File: src/rtl/spu_sm_seq_if.sv
// gbuf port and lane-datapath strobes of the softmax sequencer.
// master = sequencer side, slave = gbuf/datapath side.
interface spu_sm_seq_if #(
    parameter int ADDR_WIDTH = 12,
    parameter int LANES      = 4,
    parameter int DATA_WIDTH = 32
);
    logic                        sm_gbuf_ren;
    logic [ADDR_WIDTH-1:0]       sm_gbuf_raddr;
    logic                        sm_gbuf_wen;
    logic [ADDR_WIDTH-1:0]       sm_gbuf_waddr;
    logic [LANES*DATA_WIDTH-1:0] sm_gbuf_wdata;
    logic [1:0]                  dp_pass;
    logic                        dp_vld;
    logic                        dp_row_first;
    logic                        dp_recip_start;
    logic                        dp_recip_done;
    logic [LANES*DATA_WIDTH-1:0] dp_wdata;

    modport master (
        output sm_gbuf_ren, sm_gbuf_raddr, sm_gbuf_wen, sm_gbuf_waddr, sm_gbuf_wdata,
        output dp_pass, dp_vld, dp_row_first, dp_recip_start,
        input  dp_recip_done, dp_wdata
    );
    modport slave (
        input  sm_gbuf_ren, sm_gbuf_raddr, sm_gbuf_wen, sm_gbuf_waddr, sm_gbuf_wdata,
        input  dp_pass, dp_vld, dp_row_first, dp_recip_start,
        output dp_recip_done, dp_wdata
    );
endinterface

File: src/rtl/spu_sm_seq.sv
// Softmax row sequencer: MAX, EXP, RECI, NORM passes over gbuf rows.
// Optional SM_SKIP_MAX_EN adds cfg_skip_max to start each row directly in EXP.
module spu_sm_seq #(
    parameter int ADDR_WIDTH = 12,
    parameter int LANES      = 4,
    parameter int DATA_WIDTH = 32,
    parameter int RLATENCY   = 1,
    parameter int EXP_LAT    = 3,
    parameter int MUL_LAT    = 2
) (
    input  logic                  core_clk,
    input  logic                  rst_n,
    input  logic                  sm_start,
    input  logic                  sm_abort,
    output logic                  sm_busy,
    output logic                  sm_end,
    input  logic [ADDR_WIDTH-1:0] cfg_rows,
    input  logic [ADDR_WIDTH-1:0] cfg_words,
    input  logic [ADDR_WIDTH-1:0] cfg_im_base,
    input  logic [ADDR_WIDTH-1:0] cfg_om_base,
    input  logic [ADDR_WIDTH-1:0] cfg_im_stride,
    input  logic [ADDR_WIDTH-1:0] cfg_om_stride,
`ifdef SM_SKIP_MAX_EN
    input  logic                  cfg_skip_max,
`endif
    spu_sm_seq_if.master          bus
);
    localparam int CW = ADDR_WIDTH + 8;
    localparam int ED = RLATENCY + EXP_LAT;
    localparam int ND = RLATENCY + MUL_LAT;

    typedef enum logic [2:0] {S_IDLE, S_MAX, S_EXP, S_RECI, S_NORM, S_EMPTY} state_t;

    state_t                state_q, state_d;
    logic [CW-1:0]         cnt_q, cnt_d;
    logic [ADDR_WIDTH-1:0] wcnt_q, wcnt_d;
    logic [ADDR_WIDTH-1:0] rows_q, rows_d, words_q, words_d;
    logic [ADDR_WIDTH-1:0] in_base_q, in_base_d, out_base_q, out_base_d;
    logic [ADDR_WIDTH-1:0] im_stride_q, im_stride_d, om_stride_q, om_stride_d;
    logic                  skip_q, skip_d, end_q, end_d;
    logic [RLATENCY-1:0]   vld_pipe_q, vld_pipe_d, rf_pipe_q, rf_pipe_d;
    logic [ED-1:0]         wexp_pipe_q, wexp_pipe_d;
    logic [ND-1:0]         wnorm_pipe_q, wnorm_pipe_d;

    logic [LANES*DATA_WIDTH-1:0] wdata;
    logic [CW-1:0] words_ext, max_last, exp_last, norm_last;
    logic          in_pass, ren, wen, row_first_in;
    state_t        first_st;

    assign words_ext = CW'(words_q);
    assign max_last  = words_ext + CW'(RLATENCY) - CW'(1);
    assign exp_last  = words_ext + CW'(ED) - CW'(1);
    assign norm_last = words_ext + CW'(ND) - CW'(1);
    assign first_st  = skip_q ? S_EXP : S_MAX;

    // Reads lead each pass; pipes drain inside the pass, so taps only see own-pass reads.
    assign in_pass      = (state_q == S_MAX) || (state_q == S_EXP) || (state_q == S_NORM);
    assign ren          = in_pass && (cnt_q < words_ext) && !sm_abort;
    assign row_first_in = ren && (cnt_q == '0) && (state_q == first_st);
    assign wen          = !sm_abort &&
                          (((state_q == S_EXP)  && wexp_pipe_q[ED-1]) ||
                           ((state_q == S_NORM) && wnorm_pipe_q[ND-1]));

    assign wdata              = bus.dp_wdata;
    assign bus.sm_gbuf_wdata  = wdata;
    assign bus.sm_gbuf_ren    = ren;
    assign bus.sm_gbuf_raddr  = ren ? (((state_q == S_NORM) ? out_base_q : in_base_q)
                                       + cnt_q[ADDR_WIDTH-1:0]) : '0;
    assign bus.sm_gbuf_wen    = wen;
    assign bus.sm_gbuf_waddr  = wen ? (out_base_q + wcnt_q) : '0;
    assign bus.dp_vld         = vld_pipe_q[RLATENCY-1] && !sm_abort;
    assign bus.dp_row_first   = rf_pipe_q[RLATENCY-1] && !sm_abort;
    assign bus.dp_recip_start = (state_q == S_RECI) && (cnt_q == '0) && !sm_abort;
    assign sm_busy            = (state_q != S_IDLE);
    assign sm_end             = end_q;

    always_comb begin
        bus.dp_pass = 2'd0;
        if (!sm_abort) begin
            case (state_q)
                S_MAX:   bus.dp_pass = 2'd1;
                S_EXP:   bus.dp_pass = 2'd2;
                S_NORM:  bus.dp_pass = 2'd3;
                default: bus.dp_pass = 2'd0;
            endcase
        end
    end

    always_comb begin
        state_d      = state_q;
        cnt_d        = cnt_q + CW'(1);
        wcnt_d       = wen ? wcnt_q + ADDR_WIDTH'(1) : wcnt_q;
        rows_d       = rows_q;
        words_d      = words_q;
        in_base_d    = in_base_q;
        out_base_d   = out_base_q;
        im_stride_d  = im_stride_q;
        om_stride_d  = om_stride_q;
        skip_d       = skip_q;
        end_d        = 1'b0;
        vld_pipe_d   = RLATENCY'({vld_pipe_q, ren});
        rf_pipe_d    = RLATENCY'({rf_pipe_q, row_first_in});
        wexp_pipe_d  = ED'({wexp_pipe_q, ren && (state_q == S_EXP)});
        wnorm_pipe_d = ND'({wnorm_pipe_q, ren && (state_q == S_NORM)});

        case (state_q)
            S_IDLE: begin
                cnt_d  = '0;
                wcnt_d = '0;
                if (sm_start) begin
                    rows_d      = cfg_rows;
                    words_d     = cfg_words;
                    in_base_d   = cfg_im_base;
                    out_base_d  = cfg_om_base;
                    im_stride_d = cfg_im_stride;
                    om_stride_d = cfg_om_stride;
`ifdef SM_SKIP_MAX_EN
                    skip_d = cfg_skip_max;
`else
                    skip_d = 1'b0;
`endif
                    if (cfg_rows == '0 || cfg_words == '0) state_d = S_EMPTY;
                    else state_d = skip_d ? S_EXP : S_MAX;
                end
            end
            S_EMPTY: begin
                state_d = S_IDLE;
                cnt_d   = '0;
                end_d   = 1'b1;
            end
            S_MAX: if (cnt_q == max_last) begin
                state_d = S_EXP;
                cnt_d   = '0;
                wcnt_d  = '0;
            end
            S_EXP: if (cnt_q == exp_last) begin
                state_d = S_RECI;
                cnt_d   = '0;
                wcnt_d  = '0;
            end
            S_RECI: begin
                // cnt only marks the first RECI cycle for the start pulse
                cnt_d = CW'(1);
                if (bus.dp_recip_done) begin
                    state_d = S_NORM;
                    cnt_d   = '0;
                end
            end
            S_NORM: if (cnt_q == norm_last) begin
                cnt_d      = '0;
                wcnt_d     = '0;
                in_base_d  = in_base_q + im_stride_q;
                out_base_d = out_base_q + om_stride_q;
                rows_d     = rows_q - ADDR_WIDTH'(1);
                if (rows_q == ADDR_WIDTH'(1)) begin
                    state_d = S_IDLE;
                    end_d   = 1'b1;
                end else begin
                    state_d = first_st;
                end
            end
            default: state_d = S_IDLE;
        endcase

        if (sm_abort) begin
            state_d      = S_IDLE;
            cnt_d        = '0;
            wcnt_d       = '0;
            end_d        = 1'b0;
            vld_pipe_d   = '0;
            rf_pipe_d    = '0;
            wexp_pipe_d  = '0;
            wnorm_pipe_d = '0;
        end
    end

    always_ff @(posedge core_clk or negedge rst_n) begin
        if (!rst_n) begin
            state_q      <= S_IDLE;
            cnt_q        <= '0;
            wcnt_q       <= '0;
            rows_q       <= '0;
            words_q      <= '0;
            in_base_q    <= '0;
            out_base_q   <= '0;
            im_stride_q  <= '0;
            om_stride_q  <= '0;
            skip_q       <= 1'b0;
            end_q        <= 1'b0;
            vld_pipe_q   <= '0;
            rf_pipe_q    <= '0;
            wexp_pipe_q  <= '0;
            wnorm_pipe_q <= '0;
        end else begin
            state_q      <= state_d;
            cnt_q        <= cnt_d;
            wcnt_q       <= wcnt_d;
            rows_q       <= rows_d;
            words_q      <= words_d;
            in_base_q    <= in_base_d;
            out_base_q   <= out_base_d;
            im_stride_q  <= im_stride_d;
            om_stride_q  <= om_stride_d;
            skip_q       <= skip_d;
            end_q        <= end_d;
            vld_pipe_q   <= vld_pipe_d;
            rf_pipe_q    <= rf_pipe_d;
            wexp_pipe_q  <= wexp_pipe_d;
            wnorm_pipe_q <= wnorm_pipe_d;
        end
    end
endmodule

File: src/flat_wrapper.sv
// flat-port wrapper written by rule: the top's interface ports become plain ports
module spu_sm_seq_flat 
#(
    parameter int ADDR_WIDTH = 12,
    parameter int LANES      = 4,
    parameter int DATA_WIDTH = 32,
    parameter int RLATENCY   = 1,
    parameter int EXP_LAT    = 3,
    parameter int MUL_LAT    = 2
)
  (core_clk, rst_n, sm_start, sm_abort, sm_busy, sm_end, cfg_rows, cfg_words, cfg_im_base, cfg_om_base, cfg_im_stride, cfg_om_stride, bus_sm_gbuf_ren, bus_sm_gbuf_raddr, bus_sm_gbuf_wen, bus_sm_gbuf_waddr, bus_sm_gbuf_wdata, bus_dp_pass, bus_dp_vld, bus_dp_row_first, bus_dp_recip_start, bus_dp_recip_done, bus_dp_wdata);
  spu_sm_seq_if #(.ADDR_WIDTH(ADDR_WIDTH), .LANES(LANES), .DATA_WIDTH(DATA_WIDTH)) bus_i ();
  input  logic core_clk;
  input  logic rst_n;
  input  logic sm_start;
  input  logic sm_abort;
  output logic sm_busy;
  output logic sm_end;
  input  logic [ADDR_WIDTH-1:0] cfg_rows;
  input  logic [ADDR_WIDTH-1:0] cfg_words;
  input  logic [ADDR_WIDTH-1:0] cfg_im_base;
  input  logic [ADDR_WIDTH-1:0] cfg_om_base;
  input  logic [ADDR_WIDTH-1:0] cfg_im_stride;
  input  logic [ADDR_WIDTH-1:0] cfg_om_stride;
  output wire logic [$bits(bus_i.sm_gbuf_ren)-1:0] bus_sm_gbuf_ren;
  output wire logic [$bits(bus_i.sm_gbuf_raddr)-1:0] bus_sm_gbuf_raddr;
  output wire logic [$bits(bus_i.sm_gbuf_wen)-1:0] bus_sm_gbuf_wen;
  output wire logic [$bits(bus_i.sm_gbuf_waddr)-1:0] bus_sm_gbuf_waddr;
  output wire logic [$bits(bus_i.sm_gbuf_wdata)-1:0] bus_sm_gbuf_wdata;
  output wire logic [$bits(bus_i.dp_pass)-1:0] bus_dp_pass;
  output wire logic [$bits(bus_i.dp_vld)-1:0] bus_dp_vld;
  output wire logic [$bits(bus_i.dp_row_first)-1:0] bus_dp_row_first;
  output wire logic [$bits(bus_i.dp_recip_start)-1:0] bus_dp_recip_start;
  input wire logic [$bits(bus_i.dp_recip_done)-1:0] bus_dp_recip_done;
  input wire logic [$bits(bus_i.dp_wdata)-1:0] bus_dp_wdata;
  assign bus_sm_gbuf_ren = bus_i.sm_gbuf_ren;
  assign bus_sm_gbuf_raddr = bus_i.sm_gbuf_raddr;
  assign bus_sm_gbuf_wen = bus_i.sm_gbuf_wen;
  assign bus_sm_gbuf_waddr = bus_i.sm_gbuf_waddr;
  assign bus_sm_gbuf_wdata = bus_i.sm_gbuf_wdata;
  assign bus_dp_pass = bus_i.dp_pass;
  assign bus_dp_vld = bus_i.dp_vld;
  assign bus_dp_row_first = bus_i.dp_row_first;
  assign bus_dp_recip_start = bus_i.dp_recip_start;
  assign bus_i.dp_recip_done = bus_dp_recip_done;
  assign bus_i.dp_wdata = bus_dp_wdata;
  spu_sm_seq #(.ADDR_WIDTH(ADDR_WIDTH), .LANES(LANES), .DATA_WIDTH(DATA_WIDTH), .RLATENCY(RLATENCY), .EXP_LAT(EXP_LAT), .MUL_LAT(MUL_LAT)) u_core (.core_clk(core_clk), .rst_n(rst_n), .sm_start(sm_start), .sm_abort(sm_abort), .sm_busy(sm_busy), .sm_end(sm_end), .cfg_rows(cfg_rows), .cfg_words(cfg_words), .cfg_im_base(cfg_im_base), .cfg_om_base(cfg_om_base), .cfg_im_stride(cfg_im_stride), .cfg_om_stride(cfg_om_stride), .bus(bus_i));
endmodule
File: config.mk
export PLATFORM = sky130hd
export DESIGN_NAME = spu_sm_seq_flat
export DESIGN_NICKNAME = d
export VERILOG_FILES = /design/src/rtl/spu_sm_seq_if.sv /design/src/rtl/spu_sm_seq.sv /design/src/flat_wrapper.sv
export SDC_FILE = /design/constraint.sdc
export NUM_CORES = 1
export LEC_CHECK = 0
export CAP_MARGIN = 0
export CORE_AREA = 4 4 153 155
export CTS_CLUSTER_SIZE = 8
export DETAILED_ROUTE_END_ITERATION = 12
export DIE_AREA = 0 0 157 159
export DONT_BUFFER_PORTS = 1
export GPL_ROUTABILITY_DRIVEN = 0
export PLACE_DENSITY = 0.73
export SETUP_SLACK_MARGIN = 0.2
export SLEW_MARGIN = 20
export SYNTH_ARGS = -nofsm -noshare
export SYNTH_HDL_FRONTEND = slang
export SYNTH_SLANG_ARGS = --single-unit
File: constraint.sdc
create_clock -name core_clk -period 5.7 [get_ports core_clk]
set_input_delay 1.71 -clock core_clk [delete_from_list [all_inputs] [get_ports core_clk]]
set_output_delay 1.71 -clock core_clk [all_outputs]
set_load 0.02 [all_outputs]
==> results of run 1 <==
[report_power, final]
group	internal, uW	leakage, uW	switching, uW
Clock	614	0.000270	437
Sequential	1100	0.00149	380
Combinational	1290	0.00275	1720
[registers in the layout, summed over array words and instances (netlist names), 3 cells and up]
name	cells
u_core.wcnt_q	12
u_core.rows_q	12
u_core.words_q	12
u_core.wnorm_pipe_q	3
u_core.out_base_q	12
u_core.state_q	3
u_core.cnt_q	20
u_core.wexp_pipe_q	4
u_core.om_stride_q	12
u_core.in_base_q	12
u_core.im_stride_q	12
[worst paths after layout]
check	from	end
worst max register to register	u_core.words_q[0]$_DFFE_PN0P_	u_core.rows_q[0]$_DFFE_PN0P_
max in group asynchronous	rst_n	u_core.state_q[2]$_DFFE_PN0P_
worst min register to register	u_core.wnorm_pipe_q[0]$_DFF_PN0_	u_core.wnorm_pipe_q[1]$_DFF_PN0_
worst min-delay path	u_core.wnorm_pipe_q[0]$_DFF_PN0_	u_core.wnorm_pipe_q[1]$_DFF_PN0_
min in group asynchronous	rst_n	u_core.om_stride_q[6]$_DFFE_PN0P_
worst max-delay path	u_core.state_q[1]$_DFFE_PN0P_	bus_sm_gbuf_raddr[11]
[metrics by stage]
stage | setup WS (ps) | cell area (um^2)
after detailed placement | 480.0 | 10150
after global placement | 526.3 | 10150
final | 378.5 | 10800
after global routing | 104.2 | 10800
after floorplan | 243.4 | 10870
after CTS | 178.1 | 10730
[repair_timing]
item / 4_1_cts / 5_1_grt
gates resized for setup: 5 / 11
endpoints found under the setup margin: 3 / 6
buffers inserted: 0 / 6
pin swaps: 0 / 4
[final cells by class]
type                       count  share of cell area (%)
multi-input combinational    960                   60.33
sequential                   117                   27.12
clock buffer                  18                   4.066
tap                          280                   3.244
timing repair buffer          34                   2.398
inverter                      48                   1.668
clock inverter                13                   1.147
antenna                        1                 0.02317
[metal layers]
| layer | vias up | wire [um] | global-route usage, % |
|---|---|---|---|
| li1 | 4211 | - | - |
| met1 | 4255 | 11700 | 28.19 |
| met2 | 395 | 13360 | 36.16 |
| met3 | 93 | 2496 | 7.420 |
| met4 | 2 | 988 | 8.166 |
| met5 | - | 14 | 0 |
[critical path, delay by kind of cell, from the launching register on]
family / cells / cell delay, ps
AOI/OAI and AO/OA: 8 / 1510
and+or+nand+nor: 5 / 540
DFF: 1 / 410
buffers and inverters: 2 / 300
adders and majority gates: 1 / 270
xor gates and xnor gates: 1 / 160
[Yosys cell counts, types with 6 or more instances]
library cell,instances,area (um^2)
a2111oi_0,6,52.55
a211oi_1,6,45.04
a21boi_0,7,52.55
a21o_1,18,135.1
a21oi_1,54,270.3
a31oi_1,10,62.56
and2_1,11,68.82
and3_1,16,100.1
and4_1,7,61.31
buf_2,18,90.09
buf_4,135,1013
clkbuf_1,44,165.2
dfrtp_1,117,2928
ha_1,65,813.3
inv_1,46,172.7
mux2_2,26,292.8
mux2i_1,12,120.1
nand2_1,108,405.4
nand2b_1,9,56.30
nand3_1,36,180.2
nand3b_1,6,45.04
nand4_1,19,118.9
nor2_1,130,488.0
nor2b_1,21,131.4
nor3_1,33,165.2
nor4_1,24,150.1
o21a_1,9,67.56
o21ai_0,82,410.4
o21bai_1,12,90.09
or2_2,6,37.54
or3_1,15,93.84
xnor2_1,90,788.3
xor2_1,44,385.4
[cells by family (layout without fill, tap and decap cells)]
family / count (synthesis) / in the layout / synth area share (%)
xor+xnor: 135 / 135 / 10.96
compound gates: 261 / 261 / 15.86
other cells: 0 / 1 / 0
fa+ha+maj: 69 / 69 / 8.229
simple gates: 457 / 457 / 20.66
mux: 38 / 38 / 3.803
flops: 117 / 117 / 26.97
buf+inv: 248 / 113 / 13.52
==> impl_metrics.tcl, run 1 <==
set metrics [dict create \
    routed_wl_um 28560 \
    synth_edf_count 0 \
    cts_tree "done" \
    ys_warn_count 0 \
    synthArstFlopShare_pct 100.0 \
    clkSlewWorstSetupHoldPaths_ps 60 \
    fin_crit_sh_pct 93.36 \
    fin_crit_ps 5322 \
    finalSetupViolations 0 \
    mostFrequentLayoutCell "nor2_1" \
    setup-tns-final_ps 0 \
    ys_ff_latch 117 \
    critPathMaxStageDelay_ps 410 \
    grt_pass1_vias 8786 \
    io_pins 366 \
    peakVddDrop_mv 0.3829 \
    cap_violations 0 \
    grt_pass1_wl_um 45930 \
    die-area_um2 24960 \
    num_rows 54 \
    dpl.cell_count 1433 \
    io_buffer_count 0 \
    nets 1452 \
    syn_area_per_cell_um2 8.194 \
    cts_buffers 17 \
    status "finished clean" \
    via_per_inst 6.088 \
    synth_fp_nets 1599 \
    die_y_um 159 \
    synth_cells 1325 \
    cts.sinks 117 \
    ctsHoldBuffers 0 \
    hold_depth 1 \
    p_per_area_nw_per_um2 512.7 \
    seq_area_frac_synth_pct 26.97 \
    vias 8956 \
    ant_nets 0 \
    arrival_ps 3610 \
    holdWs_ps 469.6 \
    area_growth_syn_to_layout_pct -0.5182 \
    root_buffer "clkbuf_16" \
    drt-initial-drc-count 687 \
    worstRegToRegCells 13 \
    min_path_type "reg2reg" \
    crit_path_start_kind "flip-flop" \
    synth_cell_type_count 78 \
    drv_slew 0 \
    fin_util_pct 49.49 \
    multi_input_area_um2 6516 \
    drtPass1Iterations 5 \
    leakage_uw 0.004503 \
    cp-end-kind "primary output" \
    critPathMaxFanout 10 \
    grt.overflow.total 0 \
    wl_per_cell_um 19.42 \
    syn-cell-area_um2 10860 \
    drive_gt1_share_pct 10.42 \
    max_freq_mhz 187.9 \
    timing.setup.critical_path_class "reg2out" \
    fin_cells 1471 \
    crit_chain "nor2_4 -> and2_4 -> buf_6 -> nor2_1 -> a21o_1 -> ha_1 -> a21o_1 -> a21oi_2 -> o21ai_1 -> a21oi_2 -> nand2b_1 -> a21boi_0 -> o31a_1 -> o41ai_2 -> xnor2_1 -> nor2_1 -> buf_4" \
    antenna_found_initial 1 \
    critical_path_required_ps 3990 \
    core-area_um2 21820 \
    power.total_uw 5537 \
    r2r_setup_slack_ps 970 \
    fin_skew_ps 12.84 \
    tightest_slew_ps 858.1 \
    ys.flop_type "dfrtp_1" \
    register_area_um2 2929 \
    rsz0062_at_grt "yes" \
    clockBufferDepth 2 \
    track_usage_pct 22.51 \
    slew_headroom_pct 42.27 \
    num-fill-cells 2104 \
    htree_levels 4 \
    hpwl_um 21140 \
    clk_latency_ps 420 \
    grt_max_degree 118 \
    drc_errors 0 \
    final_hold_viol_count 0 \
    cpMaxStageDelayCell "dfrtp_1" \
    initial_core_util_pct 49.75 \
    die_w_um 157 \
    final_cell_mix "nor2_1 (128), dfrtp_1 (116), nand2_1 (107), xnor2_1 (90), o21ai_0 (78)" \
]
Power figures use the tool's default switching activity.
==> inputs of run 2 (changes only) <==
clock period = 4.8 ns   (was 5.7 ns; I/O delays follow)
==> run 2 against run 1 <==
Net effect:
- the run now ends with negative setup slack left
- cell area grew 5.4%
- global-route usage grew 0.54 points
- final cell count grew 2.4%
- via count grew 2.4%
- critical path depth shrank 2
- count of clock-buffer cells in the layout is the same
- critical endpoint unchanged
- worst hold slack lost 4.7 ps
- register-to-register slack lost 440 ps
- power grew 27%
- clock skew grew 2.8 ps
==> impl_metrics.tcl, run 2 (synthesized netlist as in run 1, its figures left out) <==
set metrics [dict create \
    io_buffer_count 0 \
    critPathMaxStageDelay_ps 410 \
    status "finished with violations" \
    hpwl_um 21250 \
    num-fill-cells 1958 \
    place_area_um2 10300 \
    peakVddDrop_mv 0.4289 \
    tightest_slew_ps 914.2 \
    drive_gt1_share_pct 15.66 \
    ant_nets 0 \
    clk_latency_ps 430 \
    rsz0062_at_grt "yes" \
    violations "negative setup slack" \
    fin_crit_ps 4904 \
    worstRegToRegCells 14 \
    track_usage_pct 23.05 \
    critical_path_required_ps 3360 \
    hp-start "u_core.wexp_pipe_q[1]$_DFF_PN0_" \
    drv_slew 0 \
    finalSetupViolations 3 \
    grt_pass1_vias 8866 \
    timing.setup.critical_path_class "reg2out" \
    cap_violations 0 \
    cts_tree "done" \
    clkSlewWorstSetupHoldPaths_ps 60 \
    grt.overflow.total 0 \
    die_y_um 159 \
    min_path_type "reg2reg" \
    worstReg2RegEnd "u_core.out_base_q[1]$_DFFE_PN0P_" \
    drtPass1Iterations 5 \
    critPathMaxFanout 5 \
    antenna_found_initial 1 \
    cpMaxStageDelayCell "dfrtp_1" \
    cp-end-kind "primary output" \
    mostFrequentLayoutCell "nor2_1" \
    routed_wl_um 29580 \
    drc_errors 0 \
    arrival_ps 3460 \
    p_per_area_nw_per_um2 616.3 \
    wl_per_cell_um 19.64 \
    final_area_um2 11380 \
    num_rows 54 \
    die_w_um 157 \
    worstReg2RegStart "u_core.words_q[1]$_DFFE_PN0P_" \
    fin_util_pct 52.16 \
    critPathTopFamily "compound AO/OA/AOI/OAI gates" \
    preCtsSetupSlack_ps 192.3 \
    fin_crit_sh_pct 102.2 \
    leakage_uw 0.004757 \
    antennaDiodeCount 0 \
    nets 1487 \
    crit_chain "nor2_4 -> and2_4 -> nor2_1 -> a21o_1 -> ha_4 -> a21o_1 -> a21oi_2 -> o21ai_2 -> a21oi_2 -> nand2b_4 -> a21boi_2 -> o31a_1 -> o41ai_2 -> xnor2_1 -> nor2_2" \
    r2r_setup_slack_ps 530 \
    largest_reg_flops 20 \
    final_hold_viol_count 0 \
    crit_path_start_kind "flip-flop" \
    fin_skew_ps 15.63 \
    area_growth_syn_to_layout_pct 4.852 \
    top_register "u_core.cnt_q" \
    clockBufferDepth 2 \
    hold_depth 1 \
    htree_levels 4 \
    cts_buffers 17 \
    die-area_um2 24960 \
    path_buf_inv 0 \
    max_freq_mhz 203.9 \
    initial_core_util_pct 49.75 \
    final_cell_mix "nor2_1 (120), dfrtp_1 (117), nand2_1 (107), xnor2_1 (90), o21ai_0 (76)" \
    grt_max_degree 118 \
    layout_setup_ws_ps -104.3 \
    io_pins 366 \
    cts.sinks 117 \
    ctsHoldBuffers 0 \
    drt-initial-drc-count 786 \
    whs_endpoint "u_core.wexp_pipe_q[2]$_DFF_PN0_" \
    vias 9171 \
    slew_headroom_pct 38.49 \
    core-area_um2 21820 \
    via_per_inst 6.090 \
    grt_pass1_wl_um 46780 \
    root_buffer "clkbuf_16" \
]
[run 2: cell count changes in the layout (fill, tap and decap cells not counted), moves of 4 or more]
cell     change
a21oi_1      -4
inv_2        +4
a21oi_2      +4
o21ai_2      +5
inv_1        -5
buf_6       +10
buf_12       +4
nor2_1       -8
nor2_4       +5
buf_4       +19
[run 2: timing repair]
item	4_1_cts	5_1_grt
gates resized for setup	19	44
pin swaps	23	16
endpoints found under the setup margin	11	15
hold endpoints to repair	0	0
setup buffers	21	5
cloned	0	1
[run 2: per-layer routing]
metal / vias to the layer above / wire length (um) / global-route usage (%) / part of all wire, %
met5: - / 13 / 0 / 0.044
li1: 4268 / - / - / -
met1: 4363 / 11880 / 29.13 / 40
met3: 89 / 2488 / 6.388 / 8.4
met4: 2 / 1169 / 10.53 / 4.0
met2: 449 / 14030 / 36.55 / 47
[run 2: worst max-delay path by stage]
stage / startpoint / cells after the start / to
5_1_grt: u_core.state_q[0]$_DFFE_PN0P_ / 15 / bus_sm_gbuf_raddr[11]
4_1_cts: u_core.state_q[0]$_DFFE_PN0P_ / 15 / bus_sm_gbuf_raddr[11]
6_report: u_core.state_q[0]$_DFFE_PN0P_ / 15 / bus_sm_gbuf_raddr[11]
3_3_place_gp: u_core.state_q[1]$_DFFE_PN0P_ / 15 / bus_sm_gbuf_raddr[11]
3_5_place_dp: u_core.state_q[1]$_DFFE_PN0P_ / 15 / bus_sm_gbuf_raddr[11]
2_1_floorplan: u_core.state_q[0]$_DFFE_PN0P_ / 20 / bus_sm_gbuf_raddr[10]
[run 2: power by group]
part | internal (uW) | total [uW] | switching, uW | leakage [uW]
clock | 846 | 1380 | 534 | 0.000301
combinational | 1700 | 3920 | 2220 | 0.00297
sequential | 1310 | 1710 | 404 | 0.00149
total | 3860 | 7020 | 3160 | 0.00476
[run 2: worst register-to-register path: stages (launching register included)]
cell and delay [ps]:
dfrtp_1 370, inv_2 60, buf_4 140, ha_1 340
nand4b_2 390, a2111oi_0 440, or3_1 270, nor3b_1 290
nand2_1 110, xor2_1 180, o41ai_2 570, a31oi_4 390
buf_12 290, a211oi_1 260, a21oi_1 60
[run 2: metrics by stage]
step / hold WS [ps] / cells / TNS, ps / power (uW)
detailed placement: 453.9 / 1447 / 0 / 5320
global placement: 442.8 / 1447 / 0 / 5226
global route: 466.3 / 1506 / -821.3 / 7499
finish: 464.9 / 1506 / -125.3 / 7016
CTS: 466.0 / 1500 / -53.15 / 6797
floorplan: 438.5 / 1325 / 0 / 4616
[run 2: area by class of cell]
type | instances | area (um^2) | share of cell area, %
Clock inverter | 14 | 186.4 | 1.638
Clock buffer | 18 | 439.2 | 3.858
Timing Repair Buffer | 69 | 624.3 | 5.485
Tap cell | 280 | 350.3 | 3.078
Multi-Input combinational cell | 960 | 6671 | 58.61
Inverter | 48 | 183.9 | 1.616
Sequential cell | 117 | 2928 | 25.72
==> inputs of run 3 (changes only) <==
PLACE_DENSITY = 0.74   (was 0.73)
==> run 3 against run 2 <==
Net effect:
- the run still ends with negative setup slack left
- critical endpoint unchanged
- sequential power is essentially flat
- via count grew 0.88%
- critical path type unchanged
- worst hold slack gained 6.1 ps
- count of clock-buffer cells in the layout is the same
- critical path depth grew 1
- combinational power grew 1%
- register-to-register slack lost 90 ps
- first-iteration DRC count grew 11%
- global-route usage grew 0.53 points
==> impl_metrics.tcl, run 3 (synthesized netlist as in run 1, its figures left out) <==
set metrics [dict create \
    cts_tree "done" \
    via_per_inst 6.123 \
    fin_skew_ps 14.89 \
    clockBufferDepth 2 \
    vias 9252 \
    finalSetupViolations 4 \
    area_growth_syn_to_layout_pct 4.967 \
    fin_crit_ps 5012 \
    status "finished with violations" \
    timing.setup.critical_path_class "reg2out" \
    grt_pass1_wl_um 48000 \
    io_buffer_count 0 \
    antennaDiodeCount 0 \
    crit_chain "nor2_4 -> and2_4 -> buf_6 -> a21o_1 -> buf_6 -> ha_4 -> a21o_1 -> a21oi_2 -> o21ai_1 -> a21oi_1 -> nand2b_1 -> a21boi_2 -> o31a_1 -> o41ai_2 -> xnor2_1 -> nor2_2" \
    grt.overflow.total 0 \
    peakVddDrop_mv 0.4393 \
    tightest_slew_ps 857.9 \
    crit_path_start_kind "flip-flop" \
    drtPass1Iterations 5 \
    wl_per_cell_um 20.14 \
    largest_reg_flops 20 \
    num-fill-cells 1967 \
    nets 1492 \
    drv_slew 0 \
    root_buffer "clkbuf_16" \
    critPathMaxFanout 5 \
    p_per_area_nw_per_um2 610.2 \
    final_hold_viol_count 0 \
    critPathMaxStageDelay_ps 400 \
    critPathTopFamily "compound AO/OA/AOI/OAI gates" \
    io_pins 366 \
    clk_latency_ps 430 \
    register_area_um2 2934 \
    rsz0062_at_grt "yes" \
    die-area_um2 24960 \
    fin_crit_sh_pct 104.4 \
    cap_violations 0 \
    num_rows 54 \
    mostFrequentLayoutCell "nor2_1" \
    max_freq_mhz 199.5 \
    routed_wl_um 30430 \
    cts.sinks 117 \
    die_y_um 159 \
    path_buf_inv 2 \
    layout_setup_ws_ps -212.0 \
    hpwl_um 21520 \
    drt-initial-drc-count 875 \
    initial_core_util_pct 49.75 \
    core-area_um2 21820 \
    slew_headroom_pct 42.28 \
    power.total_uw 6954 \
    antenna_found_initial 1 \
    preCtsSetupSlack_ps 144.3 \
    critical_path_required_ps 3360 \
    htree_levels 4 \
    leakage_uw 0.004737 \
    cts_buffers 17 \
    setup-tns-final_ps -646.8 \
    ctsHoldBuffers 0 \
    grt_max_degree 118 \
    multi_input_area_um2 6714 \
    top_register "u_core.cnt_q" \
    drive_gt1_share_pct 16.98 \
    ant_nets 0 \
    drc_errors 0 \
    track_usage_pct 23.58 \
    cpMaxStageDelayCell "dfrtp_1" \
    clkSlewWorstSetupHoldPaths_ps 60 \
    arrival_ps 3570 \
    grt_pass1_vias 9000 \
    violations "negative setup slack" \
    die_w_um 157 \
    min_path_type "reg2reg" \
    cp-end-kind "primary output" \
    final_cell_mix "nor2_1 (118), dfrtp_1 (112), nand2_1 (107), xnor2_1 (90), o21ai_0 (76)" \
]
run 3: cell types whose count changed in the layout (fill, tap and decap cells not counted), moves of 3 or more:
cell	change
nor2_2	+3
clkinvlp_4	+3
dfrtp_1	-5
dfrtp_2	+5
buf_4	+8
nor3_1	-3
run 3: where the power goes:
group          switching, uW  internal [uW]  leakage (uW)
sequential               404           1310       0.00148
clock                    536            739      0.000269
combinational           2250           1710       0.00298
run 3: worst paths after layout:
check,from,to,slack [ps],depth (start not counted)
worst max register to register,u_core.words_q[1]$_DFFE_PN0P_,u_core.out_base_q[4]$_DFFE_PN0P_,440,16
worst min register to register,u_core.wexp_pipe_q[2]$_DFF_PN0_,u_core.wexp_pipe_q[3]$_DFF_PN0_,470,1
worst max-delay path,u_core.state_q[0]$_DFFE_PN0P_,bus_sm_gbuf_raddr[11],-210,16
max in group asynchronous,rst_n,u_core.words_q[0]$_DFFE_PN0P_,3920,0
min in group asynchronous,rst_n,u_core.om_stride_q[7]$_DFFE_PN0P_,700,0
worst min-delay path,u_core.wexp_pipe_q[2]$_DFF_PN0_,u_core.wexp_pipe_q[3]$_DFF_PN0_,470,1
run 3: metal layers:
metal / part of all wire (%) / vias up / routed length (um) / global-route usage (%)
met5: 0.17 / - / 53 / 1.190
met4: 4.1 / 4 / 1241 / 9.034
met1: 40 / 4435 / 12090 / 29.93
met3: 8.3 / 116 / 2524 / 6.197
met2: 48 / 421 / 14520 / 38.23
li1: - / 4276 / - / -
run 3: stage by stage:
stage	std cells	hold slack (ps)	area, um^2	util, %
after detailed placement	1445	457.7	10290	47.14
after CTS	1503	468.2	11260	51.62
after floorplan	1325	438.5	10920	-
after global placement	1445	449.6	10290	47.14
after global routing	1511	490.7	11400	52.22
final	1511	471.0	11400	52.22
run 3: area by class of cell:
cell class	instances	area share [%]
inverters	48	1.614
clock inverters	14	1.230
multi-input cells	960	58.92
repair buffers	74	5.567
clock buffers	18	3.854
well taps	280	3.074
flip-flops and latches	117	25.75
run 3: what timing repair did:
action                     4_1_cts  5_1_grt
buffers inserted                25        8
resized for setup               56       21
pin swaps                       35       19
setup endpoints to repair       13       16
gates cloned                     1        0
